==> src/rtl/led_pkg.sv <==
// Shared constants and types for the LED fade driver.
// LEVEL_MAX is the full-brightness code.
package led_pkg;

    localparam int N_LEDS   = 8;
    localparam int PWM_BITS = 8;

    typedef logic [PWM_BITS-1:0] level_t;

    localparam level_t LEVEL_MAX = level_t'((2 ** PWM_BITS) - 1);

    typedef enum logic [1:0] {
        CH_OFF,
        CH_ON,
        CH_FADE
    } ch_state_t;

    // Saturating subtract: the result never wraps below zero.
    function automatic level_t sat_sub(input level_t a, input level_t b);
        return (a > b) ? level_t'(a - b) : '0;
    endfunction

endpackage

==> src/rtl/led_fade_driver_if.sv <==
// Pattern-in / PWM-out bundle between the chaser and the LED pins.
interface led_fade_driver_if;
    import led_pkg::*;

    logic [N_LEDS-1:0] led_in;
    logic [N_LEDS-1:0] led_out;
    logic              decay_tick;

    modport master (output led_in, input led_out, input decay_tick);
    modport slave  (input led_in, output led_out, output decay_tick);

endinterface

==> src/rtl/led_fade_channel.sv <==
// One LED channel: brightness level with saturating decay and the PWM compare flop.
//   state   | meaning
//   CH_OFF  | level is 0, LED dark
//   CH_ON   | input lit, level held at LEVEL_MAX
//   CH_FADE | input dark, level > 0 and decaying on each tick
module led_fade_channel
    import led_pkg::*;
#(
    parameter int DECAY_STEP = 4
) (
    input  logic   clk,
    input  logic   reset,
    input  logic   led_q,
    input  logic   decay_tick,
    input  level_t pwm_cnt,
    output logic   led_out
);

    localparam level_t STEP = level_t'(DECAY_STEP);

    level_t    level;
    level_t    level_nxt;
    ch_state_t state;

    // A lit input beats a coincident decay tick.
    always_comb begin
        level_nxt = level;
        if (led_q) begin
            level_nxt = LEVEL_MAX;
        end else if (decay_tick) begin
            level_nxt = sat_sub(level, STEP);
        end
    end

    always_ff @(posedge clk) begin
        if (!reset) begin
            level   <= '0;
            led_out <= 1'b0;
            state   <= CH_OFF;
        end else begin
            level   <= level_nxt;
            led_out <= (level == LEVEL_MAX) || (level > pwm_cnt);
            case (state)
                CH_OFF: begin
                    if (led_q) state <= CH_ON;
                end
                CH_ON: begin
                    if (!led_q) state <= (level_nxt == '0) ? CH_OFF : CH_FADE;
                end
                CH_FADE: begin
                    if (led_q) begin
                        state <= CH_ON;
                    end else if (level_nxt == '0) begin
                        state <= CH_OFF;
                    end
                end
                default: state <= CH_OFF;
            endcase
        end
    end

    a_off_dark : assert property (@(posedge clk) disable iff (!reset)
        (state == CH_OFF) |-> (level == '0));
    a_on_full  : assert property (@(posedge clk) disable iff (!reset)
        (state == CH_ON) |-> (level == LEVEL_MAX));
    a_fade_lit : assert property (@(posedge clk) disable iff (!reset)
        (state == CH_FADE) |-> (level != '0));

endmodule

==> src/rtl/led_fade_driver.sv <==
// PWM fade stage behind the LED chaser: lit LEDs run at full duty,
// released LEDs fade out linearly to give the chase a trailing tail.
module led_fade_driver
    import led_pkg::*;
#(
    parameter int DECAY_DIV  = 195312,
    parameter int DECAY_STEP = 4
) (
    input  logic clk,
    input  logic reset,
    led_fade_driver_if.slave bus
);

    localparam int DIV_W = (DECAY_DIV > 1) ? $clog2(DECAY_DIV) : 1;
    localparam logic [DIV_W-1:0] DIV_LAST = DIV_W'(DECAY_DIV - 1);

    logic [N_LEDS-1:0] led_q;
    logic [N_LEDS-1:0] led_out_w;
    level_t            pwm_cnt;
    logic [DIV_W-1:0]  div_cnt;
    logic              decay_tick;

    assign decay_tick = (div_cnt == DIV_LAST);

    // Chaser shares this clock, so one register stage is enough.
    always_ff @(posedge clk) begin
        if (!reset) begin
            led_q   <= '0;
            pwm_cnt <= '0;
            div_cnt <= '0;
        end else begin
            led_q   <= bus.led_in;
            pwm_cnt <= pwm_cnt + 1'b1;
            div_cnt <= decay_tick ? '0 : div_cnt + 1'b1;
        end
    end

    for (genvar i = 0; i < N_LEDS; i++) begin : g_ch
        led_fade_channel #(
            .DECAY_STEP (DECAY_STEP)
        ) u_ch (
            .clk        (clk),
            .reset      (reset),
            .led_q      (led_q[i]),
            .decay_tick (decay_tick),
            .pwm_cnt    (pwm_cnt),
            .led_out    (led_out_w[i])
        );
    end

    assign bus.led_out    = led_out_w;
    assign bus.decay_tick = decay_tick;

endmodule

==> src/flat_wrapper.sv <==
// flat-port wrapper written by rule: the top's interface ports become plain ports
module led_fade_driver_flat import led_pkg::*;
#(
    parameter int DECAY_DIV  = 195312,
    parameter int DECAY_STEP = 4
)
  (clk, reset, bus_led_in, bus_led_out, bus_decay_tick);
  led_fade_driver_if bus_i ();
  input  logic clk;
  input  logic reset;
  input wire logic [$bits(bus_i.led_in)-1:0] bus_led_in;
  output wire logic [$bits(bus_i.led_out)-1:0] bus_led_out;
  output wire logic [$bits(bus_i.decay_tick)-1:0] bus_decay_tick;
  assign bus_i.led_in = bus_led_in;
  assign bus_led_out = bus_i.led_out;
  assign bus_decay_tick = bus_i.decay_tick;
  led_fade_driver #(.DECAY_DIV(DECAY_DIV), .DECAY_STEP(DECAY_STEP)) u_core (.clk(clk), .reset(reset), .bus(bus_i));
endmodule
==> config.mk <==
export PLATFORM = sky130hd
export DESIGN_NAME = led_fade_driver_flat
export DESIGN_NICKNAME = d
export VERILOG_FILES = /design/src/rtl/led_pkg.sv /design/src/rtl/led_fade_driver_if.sv /design/src/rtl/led_fade_channel.sv /design/src/rtl/led_fade_driver.sv /design/src/flat_wrapper.sv
export SDC_FILE = /design/constraint.sdc
export NUM_CORES = 1
export LEC_CHECK = 0
export ABC_AREA = 1
export BUFFER_PORTS_ARGS = -buffer_cell sky130_fd_sc_hd__buf_2
export CORE_ASPECT_RATIO = 2
export CORE_UTILIZATION = 55
export DETAILED_ROUTE_END_ITERATION = 6
export GPL_TIMING_DRIVEN = 0
export PLACE_DENSITY = 0.81
export SYNTH_ARGS = -nofsm -noshare
export SYNTH_HDL_FRONTEND = slang
export SYNTH_SLANG_ARGS = --single-unit
==> constraint.sdc <==
create_clock -name clk -period 2.11 [get_ports clk]
set_input_delay 0.422 -clock clk [delete_from_list [all_inputs] [get_ports clk]]
set_output_delay 0.422 -clock clk [all_outputs]
set_load 0.02 [all_outputs]
* Yosys cells after proc, flatten, opt, wreduce, memory -nomap -nowiden
Index checks and enable logic that the tools add are counted.
** Operators by class
- Add/sub/neg operators :: 10
- Multiply operators :: 0
- Divide/modulo/power cells :: 0
- Magnitude comparators :: 16
- Equal/unequal tests :: 9
- Shift-type cells :: 0
- Muxes and demuxes :: 24
- Bitwise operators :: 1
- Reductions and logical operators :: 17
** Operator list (number)
- $mux W8 :: 24
- $eq A8 B8 Y1 const B :: 8
- $gt A8 B3 Y1 const B :: 8
- $gt A8 B8 Y1 :: 8
- $sub A8 B3 Y8 const B :: 8
- $add A18 B1 Y18 const B :: 1
- $eq A18 B18 Y1 const B :: 1
- $reduce_bool A2 Y1 :: 8
- $add A8 B1 Y8 const B :: 1
- $logic_or A1 B1 Y1 :: 8
- $reduce_or A2 Y1 :: 1
- $not A1 Y1 :: 1
** Word-level totals
- Bits in registers :: 106
- Bits in latches :: 0
- RAM bits :: 0
- Memory bits (read-only) :: 0
- Output and inout bits :: 9
- Memories :: 0

* Depth between registers and ports, before layout
Gate-level depths: netlist (run 1).
- Depth after elaboration :: 4
- Gate-level depth with buffers :: 11
- Mapped depth without buffers :: 10

* Modules after synthesis
Synthesis (run 1) repeated with hierarchy kept, for this count alone.
** Second synthesis, totals
- Cells, all modules :: 998
- Area, all modules :: 6949.2 µm²
** Modules (own cells, without submodules)
- led_fade_channel :: instances 8, cells an instance 99, area an instance 679.4 µm², sequential area each 160.2 µm²
- led_fade_driver :: instances 1, cells an instance 206, area an instance 1514.0 µm², sequential area each 680.7 µm²

* Worst setup path before layout (run 1)
OpenSTA, ideal clock, no wires.
- Path kind :: register to register
- Start :: register u_core.div_cnt[0]
- End :: register u_core.g_ch[0].u_ch.level[3]
- Data arrival time :: 1.494 ns
- Required time :: 1.978 ns
- Path slack :: 0.483 ns
- Cell stages (with the launch flop) :: 11
- Buffers on the path :: 2
- Period minus slack after synthesis :: 1.627 ns
- Path through :: dfxtp_1 ha_1 nand2_1 nor2_4 nand2_4 nor2_8 nand2_4 buf_6 buf_6 nand3_2 a21oi_1
** On the way
- Cells in the longest elaborated chain, start to end :: 2
** Ends and longest elaborated chain
- start: declaration :: line led_fade_driver.sv:20 : logic [DIV_W-1:0] div_cnt;
- start signal: assignment :: line led_fade_driver.sv:34 : div_cnt <= decay_tick ? '0 : div_cnt + 1'b1;
- $eq A18 B18 Y1 :: line led_fade_driver.sv:23 : assign decay_tick = (div_cnt == DIV_LAST);
- $reduce_bool A2 Y1 (no line)
- end signal: assignment :: line led_fade_channel.sv:41 : level <= level_nxt;
- end: declaration :: line led_fade_channel.sv:21 : level_t level;
Every way passes these cells.
A chain may end at the register's enable or synchronous reset.

* Worst setup path after layout (run 1)
- Start :: register u_core.div_cnt[7]
- End :: output port bus_decay_tick
** On the way
- Cells in the longest elaborated chain, start to end :: 1
** Ends and longest elaborated chain
- $eq A18 B18 Y1 :: line led_fade_driver.sv:23
- end: declaration :: line flat_wrapper.sv:13 : output wire logic [$bits(bus_i.decay_tick)-1:0] bus_decay_tick;
Every way passes these cells.

==> flow_metrics.env, run 1 <==
export IMPL_reg2reg_from="u_core.div_cnt[0]$_SDFF_PP0_"
export IMPL_clkPwrFrac_pct=31.0
export IMPL_hold_slack_ns=0.251
export IMPL_pre_cts_ws_ns=0.0663
export IMPL_setup_viol=0
export IMPL_final_instance_count_excl_fill=1265
export IMPL_cts_tree="built"
export IMPL_grt_pass1_vias=6608
export IMPL_hold_path_class="in2reg"
export IMPL_grt_util_all_layers_pct=26.9
export IMPL_whs_path_depth=3
export IMPL_dieArea_um2=13600
export IMPL_num_rows=58
export IMPL_p_sw_uw=1820
export IMPL_syn_to_final_growth_pct=8.28
export IMPL_regToRegSetupSlack_ns=0.26
export IMPL_fin_skew_ns=0.0110
export IMPL_crit_fanout=5
export IMPL_grt_antenna_before_repair=0
export IMPL_fin_nets=1211
export IMPL_layout_drive_gt1_share_pct=8.52
export IMPL_power_density_nw_per_um2=690
export IMPL_intPower_uw=3550
export IMPL_vias_per_cell=5.52
export IMPL_fmax_ghz=0.489
export IMPL_yosys_area_share_simple_pct=37.9
export IMPL_grt_max_degree=16
export IMPL_required_ns=1.69
export IMPL_overflow=0
export IMPL_path_class="reg2out"
export IMPL_vdd_drop_max_mv=0.490
export IMPL_grt_pass1_wl_um=29600
export IMPL_syn_avg_cell_area_um2=6.65
export IMPL_finalMaxSlewViolations=0
export IMPL_cts_buffers=9
export IMPL_hpwl_um=13200
export IMPL_async_reset_ff_share_pct=0
export IMPL_whs_endpoint="u_core.led_q[5]$_SDFF_PN0_"
export IMPL_ctsHoldBuffers=0
export IMPL_tightest_slew_ns=0.858
export IMPL_ys_seq_area_share_pct=27.3
export IMPL_switching_share_pct=33.9
export IMPL_insertedDiodeCount=0
export IMPL_routed_wirelength_um=17900
export IMPL_status="finished clean"
export IMPL_rsz0062_at_grt="no"
export IMPL_r2r_end="u_core.g_ch[2].u_ch.level[3]$_SDFFE_PN0P_"
export IMPL_die_h_um=164
export IMPL_finalCritPeriodShare_pct=97.0
export IMPL_placed_cells=1249
export IMPL_gp_congestion=0.916
export IMPL_core_area_um2=12700
export IMPL_yosys_top_cells_count="nand2_1 (353), inv_1 (123), nor2_1 (104)"
export IMPL_synth_area_leaders="dfxtp_1 (27%), nand2_1 (18%), ha_1 (16%), a21oi_1 (6.5%), inv_1 (6.4%)"
export IMPL_worstSetupEndpointType="primary output"
export IMPL_ff2ff_path_depth=10
export IMPL_max_slew_margin_pct=42.8
export IMPL_synth_top_area_share_pct=27.3
export IMPL_clockBufferDepth=2
export IMPL_cts_root_buf="clkbuf_16"
export IMPL_synth_cell_types=31
export IMPL_vias=6979
export IMPL_cts_sink_count=98
export IMPL_synth_area_leader_cell="dfxtp_1"
export IMPL_clk_pin_slew_ns=0.07
export IMPL_fin_tns_setup_ns=0
export IMPL_hold_viol_final=0
export IMPL_synthXorXnorAreaFrac_pct=0.730
export IMPL_fillerInstances=1179
export IMPL_wire_per_inst_um=14.1
export IMPL_ys_ff_latch=98
export IMPL_drtIter0Drc=393
export IMPL_ys_flop_type="dfxtp_1"
export IMPL_pwr_share_seq_pct=40.1
export IMPL_synth_edf_count=0
export IMPL_muxShareOfSynthArea_pct=0
export IMPL_synth_compound_area_share_pct=9.28
export IMPL_synthesis_nets=1182
export IMPL_io_pins=19
export IMPL_portBuffers=17
export IMPL_insertion_delay_ns=0.35
export IMPL_fin_crit_ns=2.05
export IMPL_post_route_drc_count=0
export IMPL_ant_nets=0
export IMPL_start_util_pct=56.7
export IMPL_cp_data_arrival_time_ns=1.62
export IMPL_combPwrFrac_pct=28.9
export IMPL_htreeDepth=3
export IMPL_syn_cell_area_um2=7200
export IMPL_fp_dieW_um=82.9
export IMPL_p_leak_uw=0.00384
export IMPL_syn_instance_count=1082
export IMPL_cp_start_kind="register"
export IMPL_synth_top_family_by_area="simple AND/OR/NAND/NOR gates"
export IMPL_first_pass_iters=5
export IMPL_max_cap_violations=0
export IMPL_synth_most_common_cell="nand2_1"
export IMPL_worstHoldStart="bus_led_in[5]"
export IMPL_synth_adder_area_share_pct=15.6
export IMPL_worst_slack_ns=0.0639
export IMPL_synth_warnings=0
[worst max-delay path: stages, from the launching register on]
cell     delay [ns]
dfxtp_1        0.40
nand2_2        0.10
nor3_1         0.37
nand3_4        0.19
inv_1          0.09
buf_4          0.13
[layer usage]
metal	global-route usage (%)	wire length, um	vias up
li1	-	-	3532
met1	26.9	6690	3199
met2	51.9	9520	187
met3	3.42	735	61
met4	16.5	933	0
met5	0	0	-
[power groups by stage]
stage	registers (uW)	clock network [uW]	logic [uW]
2_1_floorplan	2140	0	1250
3_3_place_gp	2190	0	1480
3_5_place_dp	2190	0	1530
4_1_cts	2150	1690	1550
5_1_grt	2170	1760	1810
6_report	2160	1660	1560
[logic make-up after synthesis]
kind of cell	after synthesis
xor+xnor	6
compound gates	125
simple gates	606
fa+ha+maj	90
buf+inv	157
flops	98
[cell usage in the layout, fill, tap and decap left out, drive strengths merged, types with 20 or more instances in the layout]
cell type	synthesis	layout
a21oi	94	94
buf	22	40
clkbuf	10	20
dfxtp	98	98
ha	90	90
inv	125	125
nand2	367	367
nand3	79	79
nand4	23	23
nor2	108	108
[worst max-delay path by stage]
stage / startpoint / to / slack (ns) / cells past startpoint
finish: u_core.div_cnt[7]$_SDFF_PP0_ / bus_decay_tick / 0.06 / 5
CTS: u_core.div_cnt[0]$_SDFF_PP0_ / bus_decay_tick / 0.02 / 8
global placement: reset / u_core.g_ch[3].u_ch.led_out$_SDFF_PN0_ / 0.08 / 5
global route: u_core.div_cnt[11]$_SDFF_PP0_ / bus_decay_tick / 0.005 / 7
floorplan: u_core.div_cnt[0]$_SDFF_PP0_ / u_core.g_ch[0].u_ch.level[3]$_SDFFE_PN0P_ / 0.48 / 10
detailed placement: reset / u_core.g_ch[3].u_ch.led_out$_SDFF_PN0_ / 0.07 / 5
[per-stage QoR]
step	total power (uW)	area (um2)	util, %
floorplan	3390	7200	-
global placement	3680	7470	58.8
detailed placement	3730	7470	58.8
CTS	5390	7790	61.3
global route	5740	7790	61.4
finish	5380	7790	61.4
[sequential cells by signal, indices dropped and copies added, names as in the netlist]
name,flops
u_core.g_ch.u_ch.level,56
u_core.led_q,8
u_core.pwm_cnt,8
u_core.g_ch.u_ch.led_out,8
u_core.div_cnt,18
[cell type report]
cell class                      count  area [um2]  share of cell area (%)
Sequential cell                    98        1970                    25.2
Multi-Input combinational cell    827        4590                    58.9
Clock buffer                       10         239                    3.07
Timing Repair Buffer               18        95.1                    1.22
Clock inverter                      5        55.1                   0.706
Buffer                             32         193                    2.47
Inverter                          125         469                    6.02
Tap cell                          150         188                    2.41
[timing repair]
action	in CTS	in global routing
setup endpoints to repair	1	1
setup buffers	1	0
gates resized for setup	5	2
pin swaps	1	1
(Power assumes the default switching activity.)
==> inputs of run 2 (changes only) <==
==> constraint.sdc (replaced) <==
create_clock -name clk -period 2.5 [get_ports clk]
set_input_delay 0.5 -clock clk [delete_from_list [all_inputs] [get_ports clk]]
set_output_delay 0.5 -clock clk [all_outputs]
set_load 0.02 [all_outputs]
==> run 2 against run 1 <==
  * Register-to-register slack improved by 0.27 ns
  * Sequential power fell by 16%
  * Worst setup slack improved by 0.14 ns
  * Sequential share of layout area barely moved
  * Utilization fell by 0.19 points
  * Count of clock-buffer cells in the layout did not move
  * Critical endpoint unchanged
  * Largest cell class unchanged
  * Highest routed layer unchanged
==> flow_metrics.env, run 2 (synthesized netlist as in run 1, its figures left out) <==
export IMPL_hold_slack_ns=0.328
export IMPL_core_area_um2=12700
export IMPL_worstSetupEndpointType="primary output"
export IMPL_tightest_slew_ns=0.869
export IMPL_finalMaxSlewViolations=0
export IMPL_clk_pin_slew_ns=0.07
export IMPL_post_route_util_pct=61.2
export IMPL_r2r_end="u_core.g_ch[7].u_ch.level[3]$_SDFFE_PN0P_"
export IMPL_grt_util_all_layers_pct=26.9
export IMPL_fin_crit_ns=2.30
export IMPL_fin_nets=1210
export IMPL_cp_startpoint="u_core.div_cnt[0]$_SDFF_PP0_"
export IMPL_hold_path_class="in2reg"
export IMPL_portBuffers=17
export IMPL_fp_dieW_um=82.9
export IMPL_intPower_uw=3000
export IMPL_crit_fanout=5
export IMPL_insertion_delay_ns=0.35
export IMPL_cp_start_kind="register"
export IMPL_cts_tree="built"
export IMPL_hpwl_um=13200
export IMPL_ant_nets=0
export IMPL_vias=6992
export IMPL_cts_sink_count=98
export IMPL_crit_end="bus_decay_tick"
export IMPL_post_cts_resized=0
export IMPL_power_density_nw_per_um2=585
export IMPL_overflow=0
export IMPL_cts_setup_buffers=0
export IMPL_final_instance_count_excl_fill=1264
export IMPL_gp_congestion=0.916
export IMPL_fin_skew_ns=0.00811
export IMPL_rsz0062_at_grt="no"
export IMPL_regToRegSetupSlack_ns=0.53
export IMPL_first_pass_iters=6
export IMPL_max_cap_violations=0
export IMPL_final_area_um2=7770
export IMPL_finalCritPeriodShare_pct=91.9
export IMPL_setup_viol=0
export IMPL_ff2ff_path_depth=10
export IMPL_start_util_pct=56.7
export IMPL_p_leak_uw=0.00384
export IMPL_regMostFlops="u_core.g_ch.u_ch.level"
export IMPL_grt_pass1_wl_um=29600
export IMPL_grt_antenna_before_repair=0
export IMPL_insertedDiodeCount=0
export IMPL_post_dp_cell_area_um2=7470
export IMPL_largest_reg_flops=56
export IMPL_wire_per_inst_um=14.2
export IMPL_die_h_um=164
export IMPL_cp_data_arrival_time_ns=1.80
export IMPL_pwr_share_seq_pct=40.1
export IMPL_post_route_drc_count=0
export IMPL_htreeDepth=3
export IMPL_dieArea_um2=13600
export IMPL_fmax_ghz=0.435
export IMPL_num_rows=58
export IMPL_p_sw_uw=1540
export IMPL_largestRegisters="u_core.g_ch.u_ch.level (56), u_core.div_cnt (18)"
export IMPL_routed_wirelength_um=17900
export IMPL_placed_cells=1249
export IMPL_grt_max_degree=16
export IMPL_required_ns=2.00
export IMPL_reg2reg_from="u_core.div_cnt[0]$_SDFF_PP0_"
export IMPL_ctsHoldBuffers=0
export IMPL_whs_path_depth=3
export IMPL_final_cell_mix="nand2_1 (353), inv_1 (123), nor2_1 (104)"
export IMPL_status="finished clean"
export IMPL_final_common_cell="nand2_1"
export IMPL_clockBufferDepth=2
export IMPL_syn_to_final_growth_pct=7.95
export IMPL_max_slew_margin_pct=42.0
export IMPL_fin_tns_setup_ns=0
export IMPL_vias_per_cell=5.53
export IMPL_grt_pass1_vias=6592
export IMPL_drtIter0Drc=426
export IMPL_cts_buffers=9
export IMPL_hold_viol_final=0
export IMPL_fillerInstances=1184
export IMPL_combPwrFrac_pct=28.9
export IMPL_cts_root_buf="clkbuf_16"
export IMPL_clkPwrFrac_pct=31.0
export IMPL_io_pins=19
export IMPL_switching_share_pct=34.0
export IMPL_vdd_drop_max_mv=0.416
export IMPL_layout_drive_gt1_share_pct=8.17
export IMPL_path_class="reg2out"
## run 2: power groups by stage
stage	combinational, uW	clock, uW	sequential, uW
3_3_place_gp	1250	0	1850
6_report	1310	1410	1820
2_1_floorplan	1060	0	1810
4_1_cts	1310	1420	1820
3_5_place_dp	1290	0	1850
5_1_grt	1520	1490	1840
## run 2: metal layers
metal  track usage (%)  vias up  part of all wire (%)
li1                  -     3526                     -
met3              3.42       68                   3.4
met1              27.1     3217                    38
met5                 0        -                     0
met4              16.6        0                   5.5
met2              51.8      181                    53
## run 2: worst min path at each step
stage | end | from | slack [ns]
2_1_floorplan | u_core.div_cnt[0]$_SDFF_PP0_ | u_core.div_cnt[0]$_SDFF_PP0_ | 0.44
3_3_place_gp | u_core.div_cnt[0]$_SDFF_PP0_ | u_core.div_cnt[0]$_SDFF_PP0_ | 0.46
3_5_place_dp | u_core.div_cnt[0]$_SDFF_PP0_ | u_core.div_cnt[0]$_SDFF_PP0_ | 0.47
4_1_cts | u_core.led_q[5]$_SDFF_PN0_ | bus_led_in[5] | 0.33
5_1_grt | u_core.led_q[1]$_SDFF_PN0_ | bus_led_in[1] | 0.34
6_report | u_core.led_q[7]$_SDFF_PN0_ | bus_led_in[7] | 0.33
## run 2: per-stage QoR
step                      setup slack (ns)  power, uW
after floorplan                      0.810       2860
after global placement               0.392       3100
after detailed placement             0.378       3150
after CTS                           0.0997       4550
after global routing                0.0966       4850
final                                0.202       4540
## run 2: cell type report
cell class                 instances  area [um2]  area share [%]
timing repair buffer              17        85.1            1.10
clock inverter                     5        55.1           0.709
clock buffer                      10         239            3.08
sequential                        98        1960            25.3
multi-input combinational        827        4580            58.9
buffer                            32         193            2.48
inverter                         125         469            6.04
tap                              150         188            2.42
## run 2: worst max-delay path: stages (launching register included)
cell	delay, ns
dfxtp_1	0.39
ha_1	0.19
nand2_1	0.10
nor2_4	0.16
nand2_4	0.10
inv_1	0.08
nand3_2	0.18
inv_1	0.09
buf_2	0.16
